## config.mk

```make
export PLATFORM = sky130hd
export DESIGN_NAME = spi_reg_master
export DESIGN_NICKNAME = d
export VERILOG_FILES = /design/src/rtl/spi_reg_master.sv
export SDC_FILE = /design/constraint.sdc
export NUM_CORES = 1
export LEC_CHECK = 0
export ABC_AREA = 0
export BUFFER_PORTS_ARGS = -buffer_cell sky130_fd_sc_hd__buf_2
export CORE_MARGIN = 2
export CORE_UTILIZATION = 50
export CTS_BUF_LIST = sky130_fd_sc_hd__clkbuf_8
export DETAILED_ROUTE_END_ITERATION = 12
export GPL_TIMING_DRIVEN = 0
export MAX_ROUTING_LAYER = met4
export PLACE_DENSITY = 0.67
export SLEW_MARGIN = 20
export SYNTH_ARGS = -nofsm -noshare
export SYNTH_HDL_FRONTEND = slang
export SYNTH_SLANG_ARGS = --single-unit
```

## constraint.sdc

```tcl
create_clock -name clk -period 3.6 [get_ports clk]
set_input_delay 0.18 -clock clk [delete_from_list [all_inputs] [get_ports clk]]
set_output_delay 0.18 -clock clk [all_outputs]
set_load 0.005 [all_outputs]
```

## src/rtl/spi_reg_master.sv

```systemverilog
// SPI mode-0 initiator that turns valid/ready register commands into
// raybox-zero register-load frames: 4-bit address then MSB-first payload.
module spi_reg_master #(
  parameter int CLK_DIV     = 2,
  parameter int MAX_PAYLOAD = 24
) (
  input  logic                   clk,
  input  logic                   reset,
  input  logic                   cmd_valid,
  output logic                   cmd_ready,
  input  logic [3:0]             cmd_addr,
  input  logic [MAX_PAYLOAD-1:0] cmd_data,
  input  logic [4:0]             cmd_len,
  output logic                   busy,
  output logic                   done,
  output logic                   spi_sclk,
  output logic                   spi_mosi,
  output logic                   spi_csb
);

  localparam int             SW       = MAX_PAYLOAD + 4;
  localparam int             BW       = $clog2(SW + 1);
  localparam logic [7:0]     DIV_LAST = 8'(CLK_DIV - 1);
  localparam logic [4:0]     MAX_LEN  = 5'(MAX_PAYLOAD);

  typedef enum logic [2:0] {IDLE, LEAD, HIGH, LOW, GAP} state_t;

  state_t          r_state, w_state;
  logic [7:0]      r_div, w_div;
  logic [BW-1:0]   r_bits, w_bits;
  logic [SW-1:0]   r_shift, w_shift;
  logic            r_sclk, w_sclk;
  logic            r_mosi, w_mosi;
  logic            r_csb, w_csb;
  logic            r_ready, w_ready;
  logic            r_busy, w_busy;
  logic            r_done, w_done;

  logic [4:0]      w_len;
  logic [SW-1:0]   w_load;
  logic [BW-1:0]   w_nbits;
  logic            w_phaseEnd;

  // Payload is left-justified under the address so the frame always leaves from the MSB.
  assign w_len      = (cmd_len > MAX_LEN) ? MAX_LEN : cmd_len;
  assign w_load     = {cmd_addr, cmd_data << (MAX_LEN - w_len)};
  assign w_nbits    = BW'(w_len) + BW'(4);
  assign w_phaseEnd = (r_div == 8'd0);

  always_comb begin
    w_state = r_state;
    w_div   = w_phaseEnd ? DIV_LAST : r_div - 8'd1;
    w_bits  = r_bits;
    w_shift = r_shift;
    w_sclk  = r_sclk;
    w_mosi  = r_mosi;
    w_csb   = r_csb;
    w_done  = 1'b0;
    case (r_state)
      IDLE: begin
        w_div = DIV_LAST;
        if (cmd_valid && r_ready) begin
          w_state = LEAD;
          w_shift = w_load;
          w_mosi  = w_load[SW-1];
          w_bits  = w_nbits;
          w_csb   = 1'b0;
          w_sclk  = 1'b0;
        end
      end
      LEAD: begin
        if (w_phaseEnd) begin
          w_state = HIGH;
          w_sclk  = 1'b1;
        end
      end
      HIGH: begin
        if (w_phaseEnd) begin
          w_state = LOW;
          w_sclk  = 1'b0;
          w_bits  = r_bits - BW'(1);
          if (r_bits > BW'(1)) begin
            w_shift = r_shift << 1;
            w_mosi  = r_shift[SW-2];
          end
        end
      end
      LOW: begin
        // After the final bit this phase doubles as chip-select hold time.
        if (w_phaseEnd) begin
          if (r_bits != '0) begin
            w_state = HIGH;
            w_sclk  = 1'b1;
          end else begin
            w_state = GAP;
            w_csb   = 1'b1;
            w_mosi  = 1'b0;
            w_done  = 1'b1;
          end
        end
      end
      GAP: begin
        if (w_phaseEnd) w_state = IDLE;
      end
      default: w_state = IDLE;
    endcase
    w_ready = (w_state == IDLE);
    w_busy  = (w_state != IDLE);
  end

  always_ff @(posedge clk) begin
    if (reset) begin
      r_state <= IDLE;
      r_div   <= 8'd0;
      r_bits  <= '0;
      r_shift <= '0;
      r_sclk  <= 1'b0;
      r_mosi  <= 1'b0;
      r_csb   <= 1'b1;
      r_ready <= 1'b1;
      r_busy  <= 1'b0;
      r_done  <= 1'b0;
    end else begin
      r_state <= w_state;
      r_div   <= w_div;
      r_bits  <= w_bits;
      r_shift <= w_shift;
      r_sclk  <= w_sclk;
      r_mosi  <= w_mosi;
      r_csb   <= w_csb;
      r_ready <= w_ready;
      r_busy  <= w_busy;
      r_done  <= w_done;
    end
  end

  assign cmd_ready = r_ready;
  assign busy      = r_busy;
  assign done      = r_done;
  assign spi_sclk  = r_sclk;
  assign spi_mosi  = r_mosi;
  assign spi_csb   = r_csb;

endmodule

```

==> impl_metrics.ini, run 1 <==
[worst_setup_path]
reg2reg_setup_slack_ps = 780
cp_common_cell = buf_2
cp_data_required_time_ps = 3850
start_kind = primary input
critical_path_class = primary input to flip-flop
path_max_fanout = 10
slowest_stage = nor3b_1
worst_path_largest_cell_delay_ps = 740
cp.arrival_ps = 3650
cp-end-kind = flip-flop
path_cells = buf_2 > buf_2 > a21boi_1 > inv_2 > buf_1 > ha_1 > buf_2 > nand2b_1 > a22o_1 > buf_2 > nor3b_1 > nand2_1 > a311oi_1 > a311o_1

[placed_design]
gp_congestion = 0.987
placedInstanceArea_um2 = 4570
hpwlAfterDp_mm = 11.5
pre_cts_ws_ps = 22.5
port_buffers = 40

[sta]
fin_crit_sh = 0.946
setup_viol = 0
fin_crit_ps = 3400
postLayoutSetupSlackWorst_ps = 196
rsz0062_at_grt = no
worst_pin_slew_ps = 1020
hold_violations = 0
max_slew_margin = 0.303
maxSlewViolCount = 0
max_freq_mhz = 294
finClkSkew_ps = 12.4

[cts]
postCtsSetupRepairBufs = 0
cts_buffer_depth = 2
cts_inserted_buffers = 5
postCtsHoldBufs = 0
clockRootBuffer = clkbuf_8
clock-sinks = 49
clkTransAtPathRegs_ps = 100
htree_levels = 2
cts_tree = done
clk_latency_ps = 310
post_cts_resized = 0

[power]
comb_power_share = 0.532
power_frac_clock = 0.144
power_switching_mw = 1.10
pwr-share-seq = 0.324
p_leak_nw = 1.77
switching_share = 0.459
p_int_mw = 1.29
vdd_drop_max_uv = 254
cellPowerDensity_nw_per_um2 = 513

[synth]
synth_seq_cells = 49
ys_warn_count = 0
synth_area_leaders = dfxtp_1 (23%), nand2_1 (6.0%), nor2_1 (5.1%), a21oi_1 (4.5%), mux2i_1 (4.3%)
netlist.area_leader.share = 0.232
synthArstFlopShare = 0
syn-cell-area_um2 = 4230
yosysSeqAreaShare = 0.232
netlist.top_cell.by_area = dfxtp_1
synthesis.instances = 569
syn_nets = 610
synth_cell_type_count = 76
avgSynthCellArea_um2 = 7.44
synth_flop_cell = dfxtp_1
synth-edff-count = 0

[route]
viasPerCell = 6.80
wl_per_cell_um = 20.7
vias = 4912
drtIter0Drc = 514
ant_nets = 0
drc = 0
dr.pass1.iters = 5
drt-total-wl_mm = 14.9

[floorplanning]
core-area_um2 = 8220
initial_core_util = 0.515
row_count = 33
io_pins = 42
die_y_um = 96.0
dieArea_um2 = 9220
die_x_um = 96.0

[layout]
stdcell_area_um2 = 4660
drive_above_1_share = 0.167
syn_to_final_growth_pct = 9.96
final_nets = 657
fillers = 815
diodes = 0

[global_routing]
grt_pass1_wl_mm = 23.2
grt_max_degree = 17
grt_use_total = 0.338
grt_antenna_before_repair = 0
grt_overflow = 0
grt_pass1_vias = 4271

[status]
outcome = completed

[job]
maxCapViolations = 0

[min_path]
min_path_type = primary input to flip-flop
[per-layer routing]
metal / part of all wire / up-vias / track usage
met2: 0.47 / 284 / 0.532
met3: 0.093 / 31 / 0.0399
met5: 0 / - / -
li1: - / 2242 / -
met4: 0.021 / 0 / 0.0964
met1: 0.42 / 2355 / 0.458
[power groups by stage]
stage / registers (mW) / logic (mW) / clock network, mW
3_3_place_gp: 0.781 / 1.22 / 0
4_1_cts: 0.773 / 1.24 / 0.346
3_5_place_dp: 0.786 / 1.23 / 0
6_report: 0.774 / 1.27 / 0.345
5_1_grt: 0.789 / 1.38 / 0.366
2_1_floorplan: 0.764 / 0.903 / 0
[worst paths after layout]
path | depth (start not counted) | endpoint | startpoint
min | 3 | r_shift[26]$_SDFFE_PP0P_ | cmd_addr[2]
max reg2reg | 7 | r_bits[4]$_SDFFE_PP0P_ | r_state[0]$_SDFF_PP0_
min reg2reg | 2 | r_shift[25]$_SDFFE_PP0P_ | r_shift[24]$_SDFFE_PP0P_
max | 14 | r_shift[15]$_SDFFE_PP0P_ | cmd_len[3]
[cells in the mapped netlist (4+ instances only)]
library cell	n
or3_1	5
a32oi_1	4
mux2_2	9
a21oi_1	38
inv_1	7
a311oi_1	9
clkbuf_1	21
nor3_1	24
nand2_1	68
a22oi_1	4
dfxtp_1	49
nor2_1	57
and3_1	10
nor3b_1	4
nand2b_1	8
a31oi_1	6
xnor2_1	5
a211oi_1	13
mux2i_1	18
o22ai_1	7
mux4_2	8
buf_2	20
o21ai_0	23
and2_1	5
ha_1	5
a221oi_1	11
nand3b_1	4
o211ai_1	8
nor2b_1	7
nand3_1	30
[worst max-delay path, delay by kind of cell]
kind,cells,cell delay [ps]
simple gates,3,1090
compound gates,4,770
fa+ha+maj,1,250
buf+inv,6,1370
[cell usage in the layout (no fill, tap or decap), types with 6 or more instances in the layout]
cell type / instances
nand2_1: 68
buf_2: 60
nor2_1: 57
dfxtp_1: 49
a21oi_1: 38
nand3_1: 30
nor3_1: 24
o21ai_0: 23
clkbuf_1: 21
mux2i_1: 18
a211oi_1: 13
a221oi_1: 11
and3_1: 10
a311oi_1: 9
mux2_2: 9
nand2b_1: 8
mux4_2: 8
o211ai_1: 8
inv_1: 7
nor2b_1: 7
o22ai_1: 7
a31oi_1: 6
[layout make-up]
cell class / count / area (um2) / area share
Tap cell: 105 / 131 / 0.0282
Buffer: 47 / 213 / 0.0457
Timing Repair Buffer: 40 / 200 / 0.0430
Sequential cell: 49 / 981 / 0.211
Multi-Input combinational cell: 465 / 3010 / 0.647
Inverter: 8 / 30.0 / 0.00645
Clock buffer: 5 / 68.8 / 0.0148
Clock inverter: 3 / 21.3 / 0.00457
[flip-flops by register name, summed over array words and instances, names as in the netlist, 3 cells and up]
| register | flops |
|---|---|
| r_bits | 5 |
| r_div | 8 |
| r_shift | 27 |
| r_state | 3 |
[metrics by stage]
stage               std cells  hold slack (ps)  utilization  setup TNS [ps]  total power, mW
floorplan                 569              339            -               0             1.67
global placement          714              443        0.556           -3.93             2.00
detailed placement        714              459        0.556               0             2.02
CTS                       722              123        0.567               0             2.36
global route              722              126        0.567               0             2.54
finish                    722              118        0.567               0             2.39
[kinds of logic after synthesis]
family,share of synthesized area
compound gates,0.293
fa+ha+maj,0.0148
flops,0.232
buf+inv,0.0573
mux,0.109
xor+xnor,0.0145
simple gates,0.280
Note: power is estimated with default switching activity, not from simulation.
==> run 2, diff against run 1 <==
--- a/config.mk
+++ b/config.mk
@@ -13,7 +13,7 @@
 export DETAILED_ROUTE_END_ITERATION = 12
 export GPL_TIMING_DRIVEN = 0
 export MAX_ROUTING_LAYER = met4
-export PLACE_DENSITY = 0.67
+export PLACE_DENSITY = 0.74
 export SLEW_MARGIN = 20
 export SYNTH_ARGS = -nofsm -noshare
 export SYNTH_HDL_FRONTEND = slang
==> run 2 against run 1 <==
Critical endpoint is now r_shift[22]$_SDFFE_PP0P_. Fmax rose by 6.3%. Critical path depth fell by 2. Register-to-register slack improved by 130 ps. Highest routed layer unchanged. Sequential share of layout area fell by 0.062 points. Sequential power barely moved. Routed wire length fell by 2.9%. First-iteration DRC count rose by 6.6%. Final cell count did not move. Non-clock buffer count did not move.
==> impl_metrics.ini, run 2 (synthesis gave the netlist of run 1 again) <==
[layout]
fillers = 826
top_regs = r_shift x27, r_div x8, r_bits x5
drive_above_1_share = 0.172
multi_input_area_um2 = 3020
top_register = r_shift
largest_register_ff_count = 27
final_nets = 657
seq_area_um2 = 981
layout_commonest_cell = nand2_1
syn_to_final_growth_pct = 10.3
layout_common_cells = nand2_1 (68), buf_2 (60), nor2_1 (57)
diodes = 0

[route]
drc = 0
viasPerCell = 6.79
drt-total-wl_mm = 14.5
vias = 4904
dr.pass1.iters = 5
wl_per_cell_um = 20.1
ant_nets = 0
drtIter0Drc = 548

[power]
pwr-share-seq = 0.326
cellPowerDensity_nw_per_um2 = 510
comb_power_share = 0.528
p_leak_nw = 1.78
vdd_drop_max_uv = 196
p_int_mw = 1.31
power_switching_mw = 1.07
power_frac_clock = 0.146
switching_share = 0.450

[min_path]
hold_depth = 3
hold_end = r_shift[26]$_SDFFE_PP0P_
hp-start = cmd_addr[2]
min_path_type = primary input to flip-flop

[status]
outcome = completed

[worst_setup_path]
cp.arrival_ps = 3400
cp-end-kind = flip-flop
start_kind = primary input
r2r_start = r_state[2]$_SDFF_PP0_
r2r_cells = 7
reg2reg_setup_slack_ps = 910
cp-startpoint = cmd_len[3]
critical_path_class = primary input to flip-flop
rr_endpoint = r_bits[4]$_SDFFE_PP0P_
path_max_fanout = 10
cp_data_required_time_ps = 3800

[sta]
fin_crit_sh = 0.890
rsz0062_at_grt = no
worst_pin_slew_ps = 1010
fin_crit_ps = 3200
setup_viol = 0
hold_violations = 0
max_freq_mhz = 312
tns_ps = 0
hold_ws_ps = 127
maxSlewViolCount = 0
finClkSkew_ps = 9.72
max_slew_margin = 0.309

[floorplanning]
initial_core_util = 0.515
core-area_um2 = 8220
die_y_um = 96.0
row_count = 33
io_pins = 42
die_x_um = 96.0
dieArea_um2 = 9220

[placed_design]
hpwlAfterDp_mm = 11.1
port_buffers = 40
gp_congestion = 1.03

[cts]
clk_latency_ps = 310
post_cts_resized = 0
postCtsSetupRepairBufs = 0
clockRootBuffer = clkbuf_8
cts_tree = done
cts_inserted_buffers = 5
clkTransAtPathRegs_ps = 90
postCtsHoldBufs = 0
clock-sinks = 49
htree_levels = 2
cts_buffer_depth = 2

[global_routing]
grt_antenna_before_repair = 0
grt_pass1_vias = 4475
grt_use_total = 0.329
grt_overflow = 0
grt_max_degree = 16
grt_pass1_wl_mm = 22.8

[job]
maxCapViolations = 0
run 2: cell type report:
| cell class | count | area share |
|---|---|---|
| inverters | 8 | 0.00643 |
| clock buffers | 6 | 0.0177 |
| well taps | 105 | 0.0281 |
| repair buffers | 40 | 0.0429 |
| multi-input cells | 465 | 0.646 |
| clock inverters | 2 | 0.00295 |
| plain buffers | 47 | 0.0461 |
| flip-flops and latches | 49 | 0.210 |
run 2: worst max path at each step:
stage	endpoint	slack, ps	cells after the start
finish	r_shift[22]$_SDFFE_PP0P_	400	12
global route	r_shift[22]$_SDFFE_PP0P_	150	12
CTS	r_shift[15]$_SDFFE_PP0P_	230	14
detailed placement	r_shift[15]$_SDFFE_PP0P_	-90	14
global placement	r_shift[15]$_SDFFE_PP0P_	-120	14
floorplan	r_shift[9]$_SDFFE_PP0P_	850	14
run 2: metrics by stage:
| step | instances | area [um2] | utilization | total power [mW] | setup slack, ps |
|---|---|---|---|---|---|
| 2_1_floorplan | 569 | 4230 | - | 1.67 | 846 |
| 3_3_place_gp | 714 | 4570 | 0.556 | 1.98 | -120 |
| 3_5_place_dp | 714 | 4570 | 0.556 | 2.01 | -90.4 |
| 4_1_cts | 722 | 4660 | 0.567 | 2.36 | 227 |
| 5_1_grt | 722 | 4670 | 0.568 | 2.54 | 147 |
| 6_report | 722 | 4670 | 0.568 | 2.38 | 397 |
run 2: power by group through the flow:
stage | combinational (mW) | clock (mW) | sequential [mW]
global placement | 1.20 | 0 | 0.779
finish | 1.26 | 0.348 | 0.775
detailed placement | 1.22 | 0 | 0.785
floorplan | 0.903 | 0 | 0.764
CTS | 1.23 | 0.355 | 0.773
global route | 1.38 | 0.369 | 0.790
run 2: routing by layer:
layer,share of wire,GRT usage
met4,0.033,0.112
met3,0.085,0.0532
met5,0,-
met2,0.47,0.527
met1,0.42,0.422
run 2: critical path: stages:
cell,delay [ps]
buf_2,110
buf_2,180
a21boi_1,230
inv_2,140
clkbuf_2,250
ha_1,320
buf_2,230
buf_2,320
clkbuf_1,470
clkbuf_1,400
a311oi_1,170
a221o_1,390
